--- src/rtl/pwm_pkg.sv ---
// -----------------------------------------------------------------------------
// pwm_pkg
// Shared types and default sizing for the multi-channel PWM generator.
//   pwm_state_t    : run/stop FSM state (IDLE, RUN)
//   PWM_NUM_CH_DEF : default number of PWM channels
//   PWM_CNT_W_DEF  : default width of counter, period and duty values
// -----------------------------------------------------------------------------
package pwm_pkg;

    typedef enum logic {
        IDLE = 1'b0,
        RUN  = 1'b1
    } pwm_state_t;

    localparam int PWM_NUM_CH_DEF = 4;
    localparam int PWM_CNT_W_DEF  = 4;

endpackage

--- src/rtl/pwm_channel_cmp.sv ---
// -----------------------------------------------------------------------------
// pwm_channel_cmp
// One PWM channel: holds the active duty (and, with PWM_POLARITY_EN defined,
// the active polarity) and registers the compare result against the shared
// period counter.
// Ports:
//   clk_3125KHz : clock, rising edge
//   rst         : asynchronous active-high reset
//   vld_p0      : counter is running (FSM in RUN)
//   apply       : load pending values into the active registers this edge
//   cnt_p0      : shared period counter
//   pend_duty   : pending duty for this channel
//   pend_pol    : pending polarity (only with PWM_POLARITY_EN)
//   pwm_p1      : registered PWM output, one cycle behind cnt_p0
// Build option: PWM_POLARITY_EN adds per-channel output polarity.
// -----------------------------------------------------------------------------
module pwm_channel_cmp
    import pwm_pkg::*;
#(
    parameter int CNT_W = PWM_CNT_W_DEF
) (
    input  logic             clk_3125KHz,
    input  logic             rst,
    input  logic             vld_p0,
    input  logic             apply,
    input  logic [CNT_W-1:0] cnt_p0,
    input  logic [CNT_W-1:0] pend_duty,
`ifdef PWM_POLARITY_EN
    input  logic             pend_pol,
`endif
    output logic             pwm_p1
);

    logic [CNT_W-1:0] active_duty;

`ifdef PWM_POLARITY_EN
    logic active_pol;

    always_ff @(posedge clk_3125KHz or posedge rst) begin
        if (rst) begin
            active_duty <= '0;
            active_pol  <= 1'b0;
            pwm_p1      <= 1'b0;
        end else begin
            if (apply) begin
                active_duty <= pend_duty;
                active_pol  <= pend_pol;
            end
            // stage p0 -> p1: compare, then invert; idle level is the polarity
            pwm_p1 <= vld_p0 ? ((cnt_p0 < active_duty) ^ active_pol) : active_pol;
        end
    end
`else
    always_ff @(posedge clk_3125KHz or posedge rst) begin
        if (rst) begin
            active_duty <= '0;
            pwm_p1      <= 1'b0;
        end else begin
            if (apply) begin
                active_duty <= pend_duty;
            end
            // stage p0 -> p1: duty=0 never matches, duty>period always matches
            pwm_p1 <= vld_p0 && (cnt_p0 < active_duty);
        end
    end
`endif

endmodule

--- src/rtl/multi_pwm_generator.sv ---
// -----------------------------------------------------------------------------
// multi_pwm_generator
// NUM_CH independent PWM channels sharing one period counter, with a
// frame-aligned double-buffered update of period and duty values.
// Ports:
//   clk_3125KHz : the only clock, rising edge
//   rst         : asynchronous active-high reset
//   enable      : run (1) / stop (0)
//   period      : counter top value; frame is period+1 cycles
//   duty        : per-channel high-cycle counts, channel i at [i*CNT_W +: CNT_W]
//   duty_load   : strobe capturing period/duty (and polarity) into pending regs
//   polarity    : per-channel output inversion (only with PWM_POLARITY_EN)
//   busy        : a pending load has not yet been applied
//   load_ack    : one-cycle pulse when pending values become active
//   pwm_out     : PWM outputs
//   clk_div     : divided clock, high for cnt <= period/2
//   cycle_start : one-cycle pulse at the first cycle of every frame
// Build option: PWM_POLARITY_EN adds the polarity input.
// -----------------------------------------------------------------------------
module multi_pwm_generator
    import pwm_pkg::*;
#(
    parameter int NUM_CH       = PWM_NUM_CH_DEF,
    parameter int CNT_W        = PWM_CNT_W_DEF,
    parameter int RESET_PERIOD = 2**CNT_W - 1
) (
    input  logic                    clk_3125KHz,
    input  logic                    rst,
    input  logic                    enable,
    input  logic [CNT_W-1:0]        period,
    input  logic [NUM_CH*CNT_W-1:0] duty,
    input  logic                    duty_load,
`ifdef PWM_POLARITY_EN
    input  logic [NUM_CH-1:0]       polarity,
`endif
    output logic                    busy,
    output logic                    load_ack,
    output logic [NUM_CH-1:0]       pwm_out,
    output logic                    clk_div,
    output logic                    cycle_start
);

    localparam logic [CNT_W-1:0] RESET_PERIOD_C = CNT_W'(RESET_PERIOD);

    pwm_state_t              state;
    logic [CNT_W-1:0]        cnt_p0;
    logic [CNT_W-1:0]        active_period;
    logic [CNT_W-1:0]        pend_period;
    logic [NUM_CH*CNT_W-1:0] pend_duty;
    logic                    vld_p0;
    logic                    wrap_p0;
    logic                    apply;
    logic                    clk_div_p1;
    logic                    cycle_start_p1;

    assign vld_p0  = (state == RUN);
    assign wrap_p0 = vld_p0 && (cnt_p0 == active_period);
    // Pending values only move to active at a frame boundary; while stopped
    // there is no frame in progress, so every cycle counts as a boundary.
    assign apply   = busy && (!vld_p0 || wrap_p0);

    always_ff @(posedge clk_3125KHz or posedge rst) begin
        if (rst) begin
            state          <= IDLE;
            cnt_p0         <= '0;
            active_period  <= RESET_PERIOD_C;
            pend_period    <= '0;
            pend_duty      <= '0;
            busy           <= 1'b0;
            load_ack       <= 1'b0;
            clk_div_p1     <= 1'b0;
            cycle_start_p1 <= 1'b0;
        end else begin
            case (state)
                IDLE: begin
                    cnt_p0         <= '0;
                    clk_div_p1     <= 1'b0;
                    cycle_start_p1 <= 1'b0;
                    if (enable) begin
                        state <= RUN;
                    end
                end
                RUN: begin
                    cnt_p0         <= wrap_p0 ? '0 : cnt_p0 + 1'b1;
                    // stage p0 -> p1: frame-derived outputs
                    clk_div_p1     <= (cnt_p0 <= (active_period >> 1));
                    cycle_start_p1 <= (cnt_p0 == '0);
                    if (!enable) begin
                        state <= IDLE;
                    end
                end
                default: state <= IDLE;
            endcase

            load_ack <= apply;
            if (apply) begin
                active_period <= pend_period;
            end

            // A capture on the same edge as an apply stays pending for the
            // next boundary, so busy stays set (latest capture wins).
            if (duty_load) begin
                pend_period <= period;
                pend_duty   <= duty;
                busy        <= 1'b1;
            end else if (apply) begin
                busy <= 1'b0;
            end
        end
    end

`ifdef PWM_POLARITY_EN
    logic [NUM_CH-1:0] pend_pol;

    always_ff @(posedge clk_3125KHz or posedge rst) begin
        if (rst) begin
            pend_pol <= '0;
        end else if (duty_load) begin
            pend_pol <= polarity;
        end
    end
`endif

    for (genvar i = 0; i < NUM_CH; i++) begin : g_ch
        pwm_channel_cmp #(
            .CNT_W (CNT_W)
        ) u_ch (
            .clk_3125KHz (clk_3125KHz),
            .rst         (rst),
            .vld_p0      (vld_p0),
            .apply       (apply),
            .cnt_p0      (cnt_p0),
            .pend_duty   (pend_duty[i*CNT_W +: CNT_W]),
`ifdef PWM_POLARITY_EN
            .pend_pol    (pend_pol[i]),
`endif
            .pwm_p1      (pwm_out[i])
        );
    end

    assign clk_div     = clk_div_p1;
    assign cycle_start = cycle_start_p1;

endmodule

--- config.mk ---
export PLATFORM = sky130hd
export DESIGN_NAME = multi_pwm_generator
export DESIGN_NICKNAME = d
export VERILOG_FILES = /design/src/rtl/pwm_pkg.sv /design/src/rtl/pwm_channel_cmp.sv /design/src/rtl/multi_pwm_generator.sv
export SDC_FILE = /design/constraint.sdc
export NUM_CORES = 1
export LEC_CHECK = 0
export BUFFER_PORTS_ARGS = -buffer_cell sky130_fd_sc_hd__buf_2
export CAP_MARGIN = 5
export CELL_PAD_IN_SITES_DETAIL_PLACEMENT = 0
export CELL_PAD_IN_SITES_GLOBAL_PLACEMENT = 1
export CORE_UTILIZATION = 51
export CTS_CLUSTER_SIZE = 20
export DETAILED_ROUTE_END_ITERATION = 10
export GPL_TIMING_DRIVEN = 0
export PLACE_DENSITY = 0.81
export SYNTH_ARGS = -nofsm -noshare
export SYNTH_HDL_FRONTEND = slang
export SYNTH_SLANG_ARGS = --single-unit
--- constraint.sdc ---
create_clock -name clk_3125KHz -period 5.3 [get_ports clk_3125KHz]
set_input_delay 0.265 -clock clk_3125KHz [delete_from_list [all_inputs] [get_ports clk_3125KHz]]
set_output_delay 0.265 -clock clk_3125KHz [all_outputs]
set_load 0.01 [all_outputs]
Word level (Yosys, flattened, before mapping). Index checks and enable logic that the tools add are counted.

Reduce and logical (&&, ||, !) cells: 10. Order comparisons: 5. $add $sub $neg: 1. Mux-type cells: 7. Bitwise logic cells: 1. Eq/ne operators: 1.

Operators by type and width (number): 4-bit less-than comparator (4); 4-bit case mux with 2 select lines (1); 1-bit logical AND (6); 4-bit by 1-bit adder with 4-bit output, second input constant (1); 4-bit equality test (1); 4-bit by 3-bit less-or-equal comparator with 1-bit output (1); 4-bit zero test (1); 4-bit 2-to-1 mux (1); 1-bit case mux with 2 select lines (2); 1-bit 2-to-1 mux (3); 2-bit nonzero test (1); 1-bit zero test (1); 1-bit logical OR (1); 1-bit NOT (1).

Register bits: 53. Input bits: 24. Output and inout port bits: 8. Word-level logic and storage cells: 42.

Logic depth before layout (Yosys ltp).
Word-level depth: 6. Depth in mapped cells: 7. Mapped depth without buffers: 6.

Cells and area by module. Synthesis repeated with hierarchy kept, for this count alone.

Cells, all modules: 200. Area, all modules: 2382.3 um^2.

Modules (own cells, without submodules): multi_pwm_generator (cells an instance 92, sequential area each 830.8 um^2, instances 1, area each 1376.3 um^2); pwm_channel_cmp (cells an instance 27, sequential area each 125.1 um^2, instances 4, area each 251.5 um^2).

Worst setup path before layout. Ideal clock, no wire load.

Path kind: flip-flop to flip-flop. Start point: register cnt_p0[0]. End point: register g_ch[0].u_ch.active_duty[0]. Data required time: 5175 ps. Cell stages (with the launch flop): 7. Buffers on the path: 2. Arrival: 1703 ps. Library setup time: 125 ps. Setup slack: 3472 ps. Period minus slack after synthesis: 1828 ps. Cells stage by stage: dfrtp_1 > buf_6 > xor2_1 > o41ai_4 > nand2_4 > buf_6 > mux2_4.

Cells in the longest elaborated chain, start to end: 4.

Ends and longest elaborated chain: from (decl) (RTL line multi_pwm_generator.sv:46) `logic [CNT_W-1:0] cnt_p0;`; from (signal assigned) (RTL line multi_pwm_generator.sv:84) `cnt_p0 <= wrap_p0 ? '0 : cnt_p0 + 1'b1;`; 4-bit equality test (RTL line multi_pwm_generator.sv:57) `assign wrap_p0 = vld_p0 && (cnt_p0 == active_period);`; 1-bit logical AND (RTL line multi_pwm_generator.sv:57); 1-bit logical OR (RTL line multi_pwm_generator.sv:60) `assign apply = busy && (!vld_p0 || wrap_p0);`; 1-bit logical AND (RTL line multi_pwm_generator.sv:60); to (signal assigned) (RTL line pwm_channel_cmp.sv:60) `active_duty <= pend_duty;`; to (decl) (RTL line pwm_channel_cmp.sv:34) `logic [CNT_W-1:0] active_duty;`.

Every way passes these cells. A chain may end at the register's enable or synchronous reset.

Worst setup path after layout.
Start point: register cnt_p0[1]. End point: register g_ch[2].u_ch.active_duty[1].

Cells in the longest elaborated chain, start to end: 4.

Ends and longest elaborated chain (RTL line): 4-bit equality test (multi_pwm_generator.sv:57); 1-bit logical AND (multi_pwm_generator.sv:57); 1-bit logical OR (multi_pwm_generator.sv:60); 1-bit logical AND (multi_pwm_generator.sv:60); to (signal assigned) (pwm_channel_cmp.sv:60); to (decl) (pwm_channel_cmp.sv:34).

Every way passes these cells.

==> results.sh <==
export IMPL_p_int_mw=0.828
export IMPL_via_count=1381
export IMPL_rows=25
export IMPL_drt_wl_total_um=4060
export IMPL_ys_types=24
export IMPL_initial_core_util=0.530
export IMPL_wl_per_cell_um=14.2
export IMPL_hold_class="input port to register"
export IMPL_clock_sinks=53
export IMPL_async_flop_share=1.00
export IMPL_gp_congestion=0.721
export IMPL_synth_seq_cells=53
export IMPL_initialDrtViolationCount=37
export IMPL_cts_root_buffer="clkbuf_8"
export IMPL_p_per_area_nw_per_um2=408
export IMPL_cts_inserted_buffers=5
export IMPL_skew_ns=0.00275
export IMPL_finalCoreUtilization=0.605
export IMPL_die_y_um=72.0
export IMPL_max_vdd_ir_drop_uv=205
export IMPL_worstSetupStartpointType="register"
export IMPL_postPlaceCellArea_um2=2760
export IMPL_grt_first_pass_wirelength_um=7030
export IMPL_holdPathEnd="state"
export IMPL_hpwl_um=2990
export IMPL_critical_path_max_stage_delay_ns=0.56
export IMPL_antennaDiodeCount=0
export IMPL_r2r_end="g_ch[2].u_ch.active_duty[1]"
export IMPL_grt_overflow_total=0
export IMPL_seqPwrFrac=0.491
export IMPL_hold_violations=0
export IMPL_combinationalPowerShare=0.317
export IMPL_total_power_mw=1.17
export IMPL_syn_nets=220
export IMPL_cts_tree="built"
export IMPL_power_leakage_nw=1.51
export IMPL_path_delay_family="compound AO/OA/AOI/OAI gates"
export IMPL_finalSetupViolations=0
export IMPL_slew_headroom=0.534
export IMPL_io_buffers=31
export IMPL_grtUsageTotal=0.182
export IMPL_slew_viol_final=0
export IMPL_insertion_delay_ns=0.29
export IMPL_clkTransAtPathRegs_ns=0.09
export IMPL_dr_pass1_iters=4
export IMPL_rsz0062_at_grt="no"
export IMPL_period_share=0.382
export IMPL_fin_area_um2=2860
export IMPL_outcome="finished, final reports clean"
export IMPL_die_x_um=72.0
export IMPL_switching_power_mw=0.337
export IMPL_hold_slack_ns=0.0765
export IMPL_yosys_area_top_type_share=0.490
export IMPL_drive_gt1_frac=0.420
export IMPL_yosysTopAreaCell="dfrtp_1"
export IMPL_postSynthAreaPerCell_um2=14.0
export IMPL_netlist_top_cells_count="49 x dfrtp_1, 21 x inv_1, 21 x mux2_2"
export IMPL_core_area_um2=4720
export IMPL_synth_most_common_cell="dfrtp_1"
export IMPL_dieArea_um2=5190
export IMPL_min_from="enable"
export IMPL_fillers=377
export IMPL_pin_count=32
export IMPL_max_freq_mhz=494
export IMPL_min_period_ns=2.03
export IMPL_crit_arrival_ns=2.21
export IMPL_end_kind="register"
export IMPL_drv_cap=0
export IMPL_r2r_start="cnt_p0[1]"
export IMPL_synth_main_ff_cell="dfrtp_1"
export IMPL_ant_nets=0
export IMPL_synthTopCellsByArea="dfrtp_1 49%, mux2_4 11%, mux2_2 9.5%"
export IMPL_crit_fanout=10
export IMPL_worst_setup_path_type="register to register"
export IMPL_path_cells="xor2_1, o41ai_4, nand2_4, buf_6, mux2_4"
export IMPL_cp_required_ns=5.48
export IMPL_grt_pass1_vias=1477
export IMPL_clockPowerShare=0.192
export IMPL_syn_area_um2=2500
export IMPL_drcViolationCount=0
export IMPL_tightestPinTransition_ns=0.699
export IMPL_setup_ws_ns=3.27
export IMPL_ff2ff_path_depth=5
export IMPL_worst_path_buf_inv=1
export IMPL_synth_edf_count=0
export IMPL_grt_max_degree=32
export IMPL_worstHoldPathCells=1
export IMPL_slowest_stage="o41ai_4"
export IMPL_clockBufferDepth=2
export IMPL_finalNonFillerCells=286
export IMPL_viasPerCell=4.83
export IMPL_rrSetupSlack_ns=3.27
export IMPL_setup_tns_ns=0
export IMPL_place_inst=278
export IMPL_area_growth_pct=14.2
export IMPL_htreeDepth=2
export IMPL_syn_inst=179
export IMPL_fin_nets=260
export IMPL_pre_cts_ws_ns=3.27
export IMPL_synth_warnings=0
export IMPL_switching_share=0.290
export IMPL_antenna_found_initial=0
export IMPL_ys_seq_area_frac=0.532
[cell usage in the layout (no fill, tap or decap), types with 3 or more instances in the layout]
cell       n
mux2_4    19
mux2_2    21
dfstp_2    4
nand2b_1   8
a21o_1     8
clkbuf_8   6
dfrtp_1   49
buf_2     31
ha_1      17
nor2_1     4
inv_1     20
buf_6      3
buf_4      4
xor2_1     5
clkbuf_1   3
a21oi_1    4
[cell families (layout without fill, tap and decap cells)]
logic type      after synthesis  in the layout  synth area share
mux                          40             40             0.208
compound gates               16             16            0.0515
fa+ha+maj                    17             17            0.0850
xor+xnor                      6              6            0.0210
simple gates                 17             17            0.0420
buf+inv                      30             70            0.0600
flops                        53             53             0.532
[sequential cells by signal, indices dropped and copies added, names as in the netlist, 4 cells and up]
signal,flops
active_period,4
g_ch.u_ch.pwm_p1,4
g_ch.u_ch.active_duty,16
cnt_p0,4
pend_period,4
pend_duty,16
[power by group through the flow]
stage	registers, mW	logic [mW]	clock network (mW)
floorplan	0.562	0.297	0
global placement	0.576	0.353	0
detailed placement	0.582	0.372	0
CTS	0.574	0.376	0.231
global route	0.587	0.413	0.246
finish	0.572	0.369	0.224
[layer usage]
metal / share of wire / GRT usage / vias to the layer above
li1: - / - / 672
met1: 0.46 / 0.227 / 682
met2: 0.50 / 0.309 / 22
met3: 0.029 / 0.0472 / 5
met4: 0.014 / 0.0654 / 0
met5: 0 / 0 / -
[final cells by class]
| type | instances | area [um2] | area share |
|---|---|---|---|
| Multi-Input combinational cell | 96 | 1020 | 0.357 |
| Sequential cell | 53 | 1330 | 0.466 |
| Clock buffer | 7 | 86.3 | 0.0302 |
| Buffer | 9 | 71.3 | 0.0250 |
| Tap cell | 67 | 83.8 | 0.0293 |
| Timing Repair Buffer | 33 | 185 | 0.0648 |
| Inverter | 21 | 78.8 | 0.0276 |
[repair_timing]
| action | CTS | global route |
|---|---|---|
| hold endpoints to repair | 22 | 0 |
| buffers inserted | 0 | 0 |
| gates resized for setup | 0 | 0 |
| hold buffers | 1 | 0 |
[how the worst max path moves through the flow]
stage / startpoint / to / slack, ns / cells past startpoint
5_1_grt: cnt_p0[1] / g_ch[1].u_ch.active_duty[2] / 3.13 / 5
2_1_floorplan: cnt_p0[0] / g_ch[0].u_ch.active_duty[0] / 3.47 / 6
6_report: cnt_p0[1] / g_ch[2].u_ch.active_duty[1] / 3.27 / 5
4_1_cts: cnt_p0[1] / g_ch[2].u_ch.active_duty[1] / 3.25 / 5
3_5_place_dp: cnt_p0[1] / g_ch[2].u_ch.active_duty[1] / 3.27 / 5
3_3_place_gp: rst / g_ch[0].u_ch.active_duty[2] / 3.19 / 2
Power figures use the tool's default switching activity.
